## src/rtl/mcu_tick_irq_timer_pkg.sv

```systemverilog
// Shared helpers for the tick/interrupt timer: rate-to-terminal-count conversion.
package mcu_tick_irq_pkg;

    function automatic int unsigned hz_to_term(input int unsigned clk_hz, input int unsigned hz);
        return clk_hz / hz - 1;
    endfunction

    localparam int unsigned DEFAULT_TERM = hz_to_term(50_000_000, 125);

endpackage

```

## src/rtl/mcu_tick_irq_timer_if.sv

```systemverilog
// Configuration and interrupt bundle between the MCU top and the tick timer.
interface mcu_tick_irq_timer_if #(
    parameter int N_CH  = 4,
    parameter int CNT_W = 24
);
    localparam int CH_W = (N_CH > 1) ? $clog2(N_CH) : 1;

    logic             cfg_we;
    logic [CH_W-1:0]  cfg_ch;
    logic [CNT_W-1:0] cfg_term;
    logic [N_CH-1:0]  ch_en;
    logic [N_CH-1:0]  irq_mask;
    logic [N_CH-1:0]  ack;
    logic [N_CH-1:0]  tick;
    logic [N_CH-1:0]  irq_pending;
    logic [N_CH-1:0]  irq_overrun;
    logic             ei_req;

    modport master (
        output cfg_we, cfg_ch, cfg_term, ch_en, irq_mask, ack,
        input  tick, irq_pending, irq_overrun, ei_req
    );

    modport slave (
        input  cfg_we, cfg_ch, cfg_term, ch_en, irq_mask, ack,
        output tick, irq_pending, irq_overrun, ei_req
    );
endinterface

```

## src/rtl/mcu_tick_irq_timer_channel.sv

```systemverilog
// One timer channel: period counter, programmable terminal count, tick and sticky pending/overrun.
module mcu_tick_irq_channel
    import mcu_tick_irq_pkg::*;
#(
    parameter int               CNT_W    = 24,
    parameter logic [CNT_W-1:0] TERM_RST = '0
) (
    input  logic             clk,
    input  logic             reset_n,
    input  logic             cfg_wr,
    input  logic [CNT_W-1:0] cfg_term,
    input  logic             en,
    input  logic             mask,
    input  logic             ack,
    output logic             tick,
    output logic             pending,
    output logic             overrun
);
    logic [CNT_W-1:0] cnt_q, cnt_d, term_q, term_d;
    logic             tick_q, tick_d, pend_q, pend_d, ovr_q, ovr_d;
    logic             hit;

    always_comb begin
        hit    = en && (cnt_q == term_q);
        term_d = term_q;
        cnt_d  = (!en || hit) ? '0 : cnt_q + 1'b1;
        // A write restarts the period; a hit in the same cycle has already been taken above.
        if (cfg_wr) begin
            term_d = cfg_term;
            cnt_d  = '0;
        end
        tick_d = hit;
        pend_d = pend_q;
        ovr_d  = ovr_q;
        if (mask) begin
            pend_d = 1'b0;
            ovr_d  = 1'b0;
        end else if (hit && pend_q && !ack) begin
            ovr_d  = 1'b1;
        end else if (hit) begin
            pend_d = 1'b1;
        end else if (ack) begin
            pend_d = 1'b0;
            ovr_d  = 1'b0;
        end
    end

    always_ff @(posedge clk or negedge reset_n) begin
        if (!reset_n) begin
            cnt_q  <= '0;
            term_q <= TERM_RST;
            tick_q <= 1'b0;
            pend_q <= 1'b0;
            ovr_q  <= 1'b0;
        end else begin
            cnt_q  <= cnt_d;
            term_q <= term_d;
            tick_q <= tick_d;
            pend_q <= pend_d;
            ovr_q  <= ovr_d;
        end
    end

    assign tick    = tick_q;
    assign pending = pend_q;
    assign overrun = ovr_q;
endmodule

```

## src/rtl/mcu_tick_irq_timer.sv

```systemverilog
// N_CH-channel periodic tick/interrupt generator; channel pendings are ORed into ei_req.
module mcu_tick_irq_timer
    import mcu_tick_irq_pkg::*;
#(
    parameter int CLK_FREQUENCY = 50_000_000,
    parameter int N_CH          = 4,
    parameter int CNT_W         = 24,
    parameter int DEFAULT_HZ    = 125
) (
    input  logic                 clk,
    input  logic                 reset_n,
    mcu_tick_irq_timer_if.slave  bus
);
    localparam int unsigned      TERM_INT = hz_to_term(CLK_FREQUENCY, DEFAULT_HZ);
    localparam logic [CNT_W-1:0] TERM_RST = CNT_W'(TERM_INT);
    localparam int               CH_W     = (N_CH > 1) ? $clog2(N_CH) : 1;

    generate
        if ($clog2(64'(TERM_INT) + 64'd1) > CNT_W) begin : g_term_chk
            $error("CNT_W too narrow for default terminal count");
        end
    endgenerate

    logic [N_CH-1:0] cfg_wr, tick, pend, ovr;

    // Out-of-range channel numbers match no channel and are dropped.
    always_comb begin
        cfg_wr = '0;
        for (int i = 0; i < N_CH; i++) begin
            cfg_wr[i] = bus.cfg_we && (bus.cfg_ch == CH_W'(i));
        end
    end

    for (genvar g = 0; g < N_CH; g++) begin : g_ch
        mcu_tick_irq_channel #(
            .CNT_W    (CNT_W),
            .TERM_RST (TERM_RST)
        ) u_ch (
            .clk      (clk),
            .reset_n  (reset_n),
            .cfg_wr   (cfg_wr[g]),
            .cfg_term (bus.cfg_term),
            .en       (bus.ch_en[g]),
            .mask     (bus.irq_mask[g]),
            .ack      (bus.ack[g]),
            .tick     (tick[g]),
            .pending  (pend[g]),
            .overrun  (ovr[g])
        );
    end

    assign bus.tick        = tick;
    assign bus.irq_pending = pend;
    assign bus.irq_overrun = ovr;
    assign bus.ei_req      = |pend;
endmodule

```

## src/flat_wrapper.sv

```systemverilog
// flat-port wrapper written by rule: the top's interface ports become plain ports
module mcu_tick_irq_timer_flat import mcu_tick_irq_pkg::*;
#(
    parameter int CLK_FREQUENCY = 50_000_000,
    parameter int N_CH          = 4,
    parameter int CNT_W         = 24,
    parameter int DEFAULT_HZ    = 125
)
  (clk, reset_n, bus_cfg_we, bus_cfg_ch, bus_cfg_term, bus_ch_en, bus_irq_mask, bus_ack, bus_tick, bus_irq_pending, bus_irq_overrun, bus_ei_req);
  mcu_tick_irq_timer_if #(.N_CH(N_CH), .CNT_W(CNT_W)) bus_i ();
  input  logic clk;
  input  logic reset_n;
  input wire logic [$bits(bus_i.cfg_we)-1:0] bus_cfg_we;
  input wire logic [$bits(bus_i.cfg_ch)-1:0] bus_cfg_ch;
  input wire logic [$bits(bus_i.cfg_term)-1:0] bus_cfg_term;
  input wire logic [$bits(bus_i.ch_en)-1:0] bus_ch_en;
  input wire logic [$bits(bus_i.irq_mask)-1:0] bus_irq_mask;
  input wire logic [$bits(bus_i.ack)-1:0] bus_ack;
  output wire logic [$bits(bus_i.tick)-1:0] bus_tick;
  output wire logic [$bits(bus_i.irq_pending)-1:0] bus_irq_pending;
  output wire logic [$bits(bus_i.irq_overrun)-1:0] bus_irq_overrun;
  output wire logic [$bits(bus_i.ei_req)-1:0] bus_ei_req;
  assign bus_i.cfg_we = bus_cfg_we;
  assign bus_i.cfg_ch = bus_cfg_ch;
  assign bus_i.cfg_term = bus_cfg_term;
  assign bus_i.ch_en = bus_ch_en;
  assign bus_i.irq_mask = bus_irq_mask;
  assign bus_i.ack = bus_ack;
  assign bus_tick = bus_i.tick;
  assign bus_irq_pending = bus_i.irq_pending;
  assign bus_irq_overrun = bus_i.irq_overrun;
  assign bus_ei_req = bus_i.ei_req;
  mcu_tick_irq_timer #(.CLK_FREQUENCY(CLK_FREQUENCY), .N_CH(N_CH), .CNT_W(CNT_W), .DEFAULT_HZ(DEFAULT_HZ)) u_core (.clk(clk), .reset_n(reset_n), .bus(bus_i));
endmodule
```

## config.mk

```make
export PLATFORM = sky130hd
export DESIGN_NAME = mcu_tick_irq_timer_flat
export DESIGN_NICKNAME = d
export VERILOG_FILES = /design/src/rtl/mcu_tick_irq_timer_pkg.sv /design/src/rtl/mcu_tick_irq_timer_if.sv /design/src/rtl/mcu_tick_irq_timer_channel.sv /design/src/rtl/mcu_tick_irq_timer.sv /design/src/flat_wrapper.sv
export SDC_FILE = /design/constraint.sdc
export NUM_CORES = 1
export LEC_CHECK = 0
export CORE_MARGIN = 2
export CORE_UTILIZATION = 50
export CTS_CLUSTER_SIZE = 30
export DETAILED_ROUTE_END_ITERATION = 7
export GPL_ROUTABILITY_DRIVEN = 0
export HOLD_SLACK_MARGIN = 0.03
export PLACE_DENSITY = 0.73
export SYNTH_ARGS = -nofsm -noshare
export SYNTH_HDL_FRONTEND = slang
export SYNTH_SLANG_ARGS = --single-unit
export TNS_END_PERCENT = 1
```

## constraint.sdc

```tcl
create_clock -name clk -period 2.33 [get_ports clk]
set_input_delay 0.466 -clock clk [delete_from_list [all_inputs] [get_ports clk]]
set_output_delay 0.466 -clock clk [all_outputs]
set_load 0.05 [all_outputs]
```

* Word-level counts from Yosys, hierarchy flattened *
Index checks and enable logic that the tools add are counted.

word-level totals
  bits in registers = 204
  bits of input ports = 41
  logic and storage cells = 121

operators by class
  $add $sub $neg = 4
  equal/unequal tests = 15
  muxes and demuxes = 36
  reductions and logical operators = 46

operators by type and width
  cell                   count
  $mux 24                8
  $add 24x1->24 const B  4
  $eq 24x24->1           4
  $mux 1                 28
  $reduce_bool 3->1      8
  $logic_and 1x1->1      16
  $reduce_and 2->1       8
  $ne 3x2->1 const B     4
  $logic_not 1->1        8
  $ne 2x2->1 const B     4
  $eq 2x2->1 const B     2
  $logic_or 1x1->1       4
  $reduce_or 4->1        1
  $eq 2x1->1 const B     1
  $logic_not 2->1        1

* Logic depth before layout (Yosys ltp) *
  depth after elaboration = 6
  depth in mapped cells = 7
  gate-level depth less buffers = 6

* Cells and area by module *
From an unflattened synthesis, not the netlist that was laid out.

second synthesis, totals
  cell total of the unflattened synthesis = 877
  area, all modules = 10018.4 um^2

modules (own cells, without submodules)
  module                instances  cells each  area an instance (um^2)
  mcu_tick_irq_channel  4          218         2494.9
  mcu_tick_irq_timer    1          5           38.8

* Least setup slack after synthesis *
Ideal clock, no wire load.

  path kind = flip-flop to flip-flop
  from = register u_core.g_ch[0].u_ch.term_q[11]
  to = register u_core.g_ch[0].u_ch.cnt_q[15]
  library setup time = 0.121 ns
  arrival time = 1.577 ns
  path slack = 0.632 ns
  cell stages (with the launch flop) = 7
  period minus slack after synthesis = 1.698 ns
  path through = dfstp_2 -> xnor2_1 -> nand4_1 -> nor4_1 -> a211o_2 -> buf_2 -> nor2_1

on the way
  longest elaborated chain between the ends = 5

ends and longest elaborated chain
  element                                  line                              RTL
  from (decl)                              mcu_tick_irq_timer_channel.sv:19  logic [CNT_W-1:0] cnt_q, cnt_d, term_q, term_d;
  from (signal assigned)                   mcu_tick_irq_timer_channel.sv:57  term_q <= term_d;
  $eq 24x24->1                             mcu_tick_irq_timer_channel.sv:24  hit = en && (cnt_q == term_q);
  $logic_and 1x1->1                        mcu_tick_irq_timer_channel.sv:24
  $logic_or 1x1->1                         mcu_tick_irq_timer_channel.sv:26  cnt_d = (!en || hit) ? '0 : cnt_q + 1'b1;
  $mux 24                                  mcu_tick_irq_timer_channel.sv:26
  $mux 24                                  mcu_tick_irq_timer_channel.sv:28  if (cfg_wr) begin
  named net u_core.g_ch[0].u_ch.cnt_d[15]  mcu_tick_irq_timer_channel.sv:19
  to (signal assigned)                     mcu_tick_irq_timer_channel.sv:56  cnt_q <= cnt_d;
  to (decl)                                mcu_tick_irq_timer_channel.sv:19

The timed path passes the listed nets, and every way through them passes these cells.
A chain may end at the register's enable or synchronous reset.

* Final worst setup path *
  from = register u_core.g_ch[1].u_ch.pend_q
  to = output bus_irq_pending[1]

RTL lines
  element                 line                              RTL
  from (decl)             mcu_tick_irq_timer_channel.sv:20  logic tick_q, tick_d, pend_q, pend_d, ovr_q, ovr_d;
  from (signal assigned)  mcu_tick_irq_timer_channel.sv:59  pend_q <= pend_d;
  to (decl)               flat_wrapper.sv:20                output wire logic [$bits(bus_i.irq_pending)-1:0] bus_irq_pending;

No word-level cell between the ends.

==> summary by stage <==
Setup path
In this design, the largest share of critical-path delay is due to buffers and inverters. Counting both buffers and inverters, the worst setup path holds a total of 1. At the worst endpoint, the arrival time is 1.79 ns.

The number of cells on the worst reg-to-reg path is 5. The worst setup path is captured at a primary output. The critical path goes through clkdlybuf4s50_1.

The element type at the critical path start is a flop. The master of the slowest instance on the critical path is sky130_fd_sc_hd__clkdlybuf4s50_1. The critical path starts at u_core.g_ch[1].u_ch.pending$_DFFE_PN0P_. The critical path in this run is classified as flop to primary output. The critical path depth is 1. On the worst path, the slowest cell contributes a delay of 0.84 ns. At the worst endpoint, the required time is 1.86 ns.

The launch instance of the worst register-to-register path is u_core.g_ch[2].u_ch.cnt_q[2]$_DFF_PN0_. The biggest fanout along the worst timing path is 3.

Yosys
The synthesized instance count is 852. Yosys printed 0 warnings. The area of the mapped netlist is 0.00981 mm². The post-synthesis area per instance is 11.5 µm².

Counting every net in the synthesized netlist gives 897. The largest total area in the synthesized netlist belongs to sky130_fd_sc_hd__dfrtp_1. In the post-synthesis netlist, the biggest area contributors are sky130_fd_sc_hd__dfrtp_1 (40%), sky130_fd_sc_hd__dfstp_2 (13%), sky130_fd_sc_hd__mux2_2 (11%), sky130_fd_sc_hd__xnor2_1 (8.9%), sky130_fd_sc_hd__xor2_1 (7.5%). After synthesis, the largest area contributor takes up 39.8% of total cell area. The synthesized netlist contains 39 unique library cells. The share of the yosys chip area belonging to registers is 52.7%. Synthesis inferred 204 register bits.

Power and ir drop
The post-layout total power is 0.00878 W. The largest vdd supply drop is 0.595 mV. The standby leakage power is 4.73 nW. The sequential power share is 48.6%. For this design the total switching power over the nets is 0.00214 W.

Per report_power, the clock group accounts for 40.1% of the total. The total internal power is 0.00664 W. Power spread over the standard cell area amounts to 767 mW/mm².

The part of the power in combinational logic is 11.3%. In this run switching power makes up 24.4% of total power.

Placed design
The post-detailed-placement half-perimeter wirelength is 15200 µm. Input and output buffers added on the ports amount to 53. At the placement stage, the worst setup path has a slack of 0.130 ns.

Clock tree
The clock slew seen by the registers of the worst setup and hold paths is 0.06 ns. CTS saw 204 sinks. TritonCTS built the clock tree. The H-tree depth is 1. The maximum clock path buffer count is 3.

Buffers inserted during clock tree synthesis total 22. In this run the post-CTS setup repair buffer count came out at 0. The later pin in the worst-skew pair is clocked with a latency of 0.51 ns. The root cell of the clock tree is sky130_fd_sc_hd__clkbuf_16.

Layout
The sequential standard cell area is 0.00516 mm². Of the cells placed in the final design, the portion with a size suffix greater than 1 is 23.1%. After the last flow step, the layout net total stands at 957.

The diode insertion count for antenna repair is 0. After filler insertion, the fill cell instance count of the layout stands at 1581. In the final layout, the multi-input gates occupy 0.00437 mm². The area growth from synthesis to layout is 16.8%.

Floorplan
The overall die area is 0.0208 mm². 54 I/O pins were placed. The number of standard-cell rows in the floorplan is 51. The overall die width is 144 µm. The vertical die dimension is 144 µm. The initial utilization of the core area, before any placement, comes to 50.7%.

The core outline area is 0.0193 mm².

STA
The maximum operating frequency is 443 MHz. Setup violations remaining at the end of the flow were counted as 0. After routing, the total negative slack on setup checks comes to 0 ns. For the final database, setup skew stands at 0.0136 ns.

After layout, the worst path uses 97.0% of the clock period. The final count of hold timing violations is 0. Setup repair after global routing left no endpoint under its margin.

The actual transition at the worst max-transition pin is 0.678 ns. The number of max-slew violations in the final report was 0. The worst-case setup margin in the final layout is 0.0702 ns. The normalized max-slew margin is 54.6%. The worst path in the final design needs a cycle of 2.26 ns, including I/O delays and setup.

Detailed routing
For this block, the initial DRC count from the detailed router was 411. The remaining antenna violation count after routing is 0. The routed via count is 6379. For this run, design rule violations remaining after detail routing come to 0. The routed length per instance is 17.9 µm. Summed over all layers, the routed wires come to 21400 µm. The detailed-routing iteration count for the pre-antenna-repair pass is 4. After detailed routing, the number of vias per cell comes to 5.35.

Global routing
Entering global routing, the biggest net connects 67 pins. The first global-routing pass estimated 33800 µm of wire. The global-route total usage across every layer is 21.1%. After global routing the overflow that remains totals 0.

The number of global-route vias before repair came to 6339. The initial antenna violation count is 0.

Worst hold path
The min-delay analysis places its worst path in the category flop to flop. The worst hold path passes through 2 cells. The start point of the worst min-delay path is u_core.g_ch[3].u_ch.overrun$_DFFE_PN0P_.

Status
The run finished with clean final reports.

Run
The number of violations of the max-capacitance limit is 0.
worst min-delay path, cell delays in order (launching register included):
cell,delay (ns)
sky130_fd_sc_hd__dfrtp_1,0.36
sky130_fd_sc_hd__nand2_1,0.07
sky130_fd_sc_hd__o31ai_2,0.05
kinds of logic after synthesis:
kind of cell	after synthesis	synth area share [%]
AO/OA/AOI/OAI	16	1.16
adder cells (fa/ha/maj)	4	0.510
buffers and inverters	57	2.95
multiplexers	96	11.0
XOR/XNOR	184	16.4
AND/OR/NAND/NOR	291	15.3
flip-flops	204	52.7
through the flow:
stage	hold slack (ns)	cell area, µm²	utilization (%)	cells
2_1_floorplan	0.170	9810	-	852
3_3_place_gp	0.495	10700	55.3	1152
3_5_place_dp	0.503	10700	55.3	1152
4_1_cts	0.514	11400	59.2	1193
5_1_grt	0.539	11500	59.2	1193
6_report	0.513	11500	59.2	1193
final cells by class:
class	instances	area share [%]
clock buffer	30	5.34
clock inverter	10	1.03
inverter	21	0.688
multi-input combinational	591	38.1
sequential	204	45.1
tap	265	2.90
timing repair buffer	72	6.81
sequential cells by signal, summed over array words and instances (netlist names):
signal	count
u_core.g_ch.u_ch.cnt_q	96
u_core.g_ch.u_ch.tick	4
u_core.g_ch.u_ch.overrun	4
u_core.g_ch.u_ch.pending	4
u_core.g_ch.u_ch.term_q	96
metal layers:
| metal | track usage [%] | up-vias | routed length, µm |
|---|---|---|---|
| li1 | - | 3015 | - |
| met1 | 29.9 | 3186 | 9750 |
| met2 | 33.6 | 143 | 10100 |
| met3 | 3.71 | 35 | 983 |
| met4 | 5.78 | 0 | 494 |
| met5 | 0 | - | 0 |
Yosys cell counts (all sizes together):
cell	number
a211o	1
a21o	2
a21oi	7
and2	2
and3	12
and4	6
and4bb	2
buf	26
clkbuf	10
dfrtp	156
dfstp	48
ha	4
inv	21
mux2	96
nand2	30
nand2b	3
nand3	39
nand3b	2
nand4	51
nor2	119
nor3	5
nor3b	2
nor4	15
o211ai	1
o21ai	1
o31ai	4
or2	1
or3	1
or4	1
xnor2	100
xor2	84
power groups by stage:
stage / Clock [W] / Combinational [W] / Sequential (W)
3_3_place_gp: 0 / 0.000963 / 0.00432
2_1_floorplan: 0 / 0.000675 / 0.00423
3_5_place_dp: 0 / 0.000987 / 0.00433
5_1_grt: 0.00373 / 0.00108 / 0.00431
6_report: 0.00352 / 0.000989 / 0.00427
4_1_cts: 0.00358 / 0.000999 / 0.00427
cell usage in the layout (no fill, tap or decap), types with 4 or more instances in the layout:
cell                              instances
sky130_fd_sc_hd__dfrtp_1                156
sky130_fd_sc_hd__nor2_1                 119
sky130_fd_sc_hd__xnor2_1                100
sky130_fd_sc_hd__mux2_2                  96
sky130_fd_sc_hd__xor2_1                  84
sky130_fd_sc_hd__clkdlybuf4s50_1         50
sky130_fd_sc_hd__nand4_1                 49
sky130_fd_sc_hd__dfstp_2                 48
sky130_fd_sc_hd__nand3_1                 39
sky130_fd_sc_hd__nand2_1                 30
sky130_fd_sc_hd__clkbuf_16               23
sky130_fd_sc_hd__inv_1                   21
sky130_fd_sc_hd__and3_1                  12
sky130_fd_sc_hd__nor4_1                  11
sky130_fd_sc_hd__buf_4                   11
sky130_fd_sc_hd__buf_12                   8
sky130_fd_sc_hd__a21oi_1                  7
sky130_fd_sc_hd__and4_1                   6
sky130_fd_sc_hd__clkbuf_1                 6
sky130_fd_sc_hd__nor3_1                   4
sky130_fd_sc_hd__ha_1                     4
path summary, 6_finish.rpt:
path | endpoint | slack (ns)
min reg2reg | u_core.g_ch[3].u_ch.overrun$_DFFE_PN0P_ | 0.51
max | bus_irq_pending[1] | 0.07
min in group asynchronous | u_core.g_ch[3].u_ch.cnt_q[9]$_DFF_PN0_ | 0.53
max in group asynchronous | u_core.g_ch[1].u_ch.term_q[5]$_DFFE_PN1P_ | 1.11
max reg2reg | u_core.g_ch[2].u_ch.cnt_q[15]$_DFF_PN0_ | 0.22
min | u_core.g_ch[3].u_ch.overrun$_DFFE_PN0P_ | 0.51
what timing repair did:
item / 4_1_cts / 5_1_grt
endpoints found under the setup margin: 0 / 24
gates resized for setup: 0 / 2
hold buffers: 1 / 0
endpoints found under the hold margin: 53 / 0
Power figures use the tool's default switching activity.
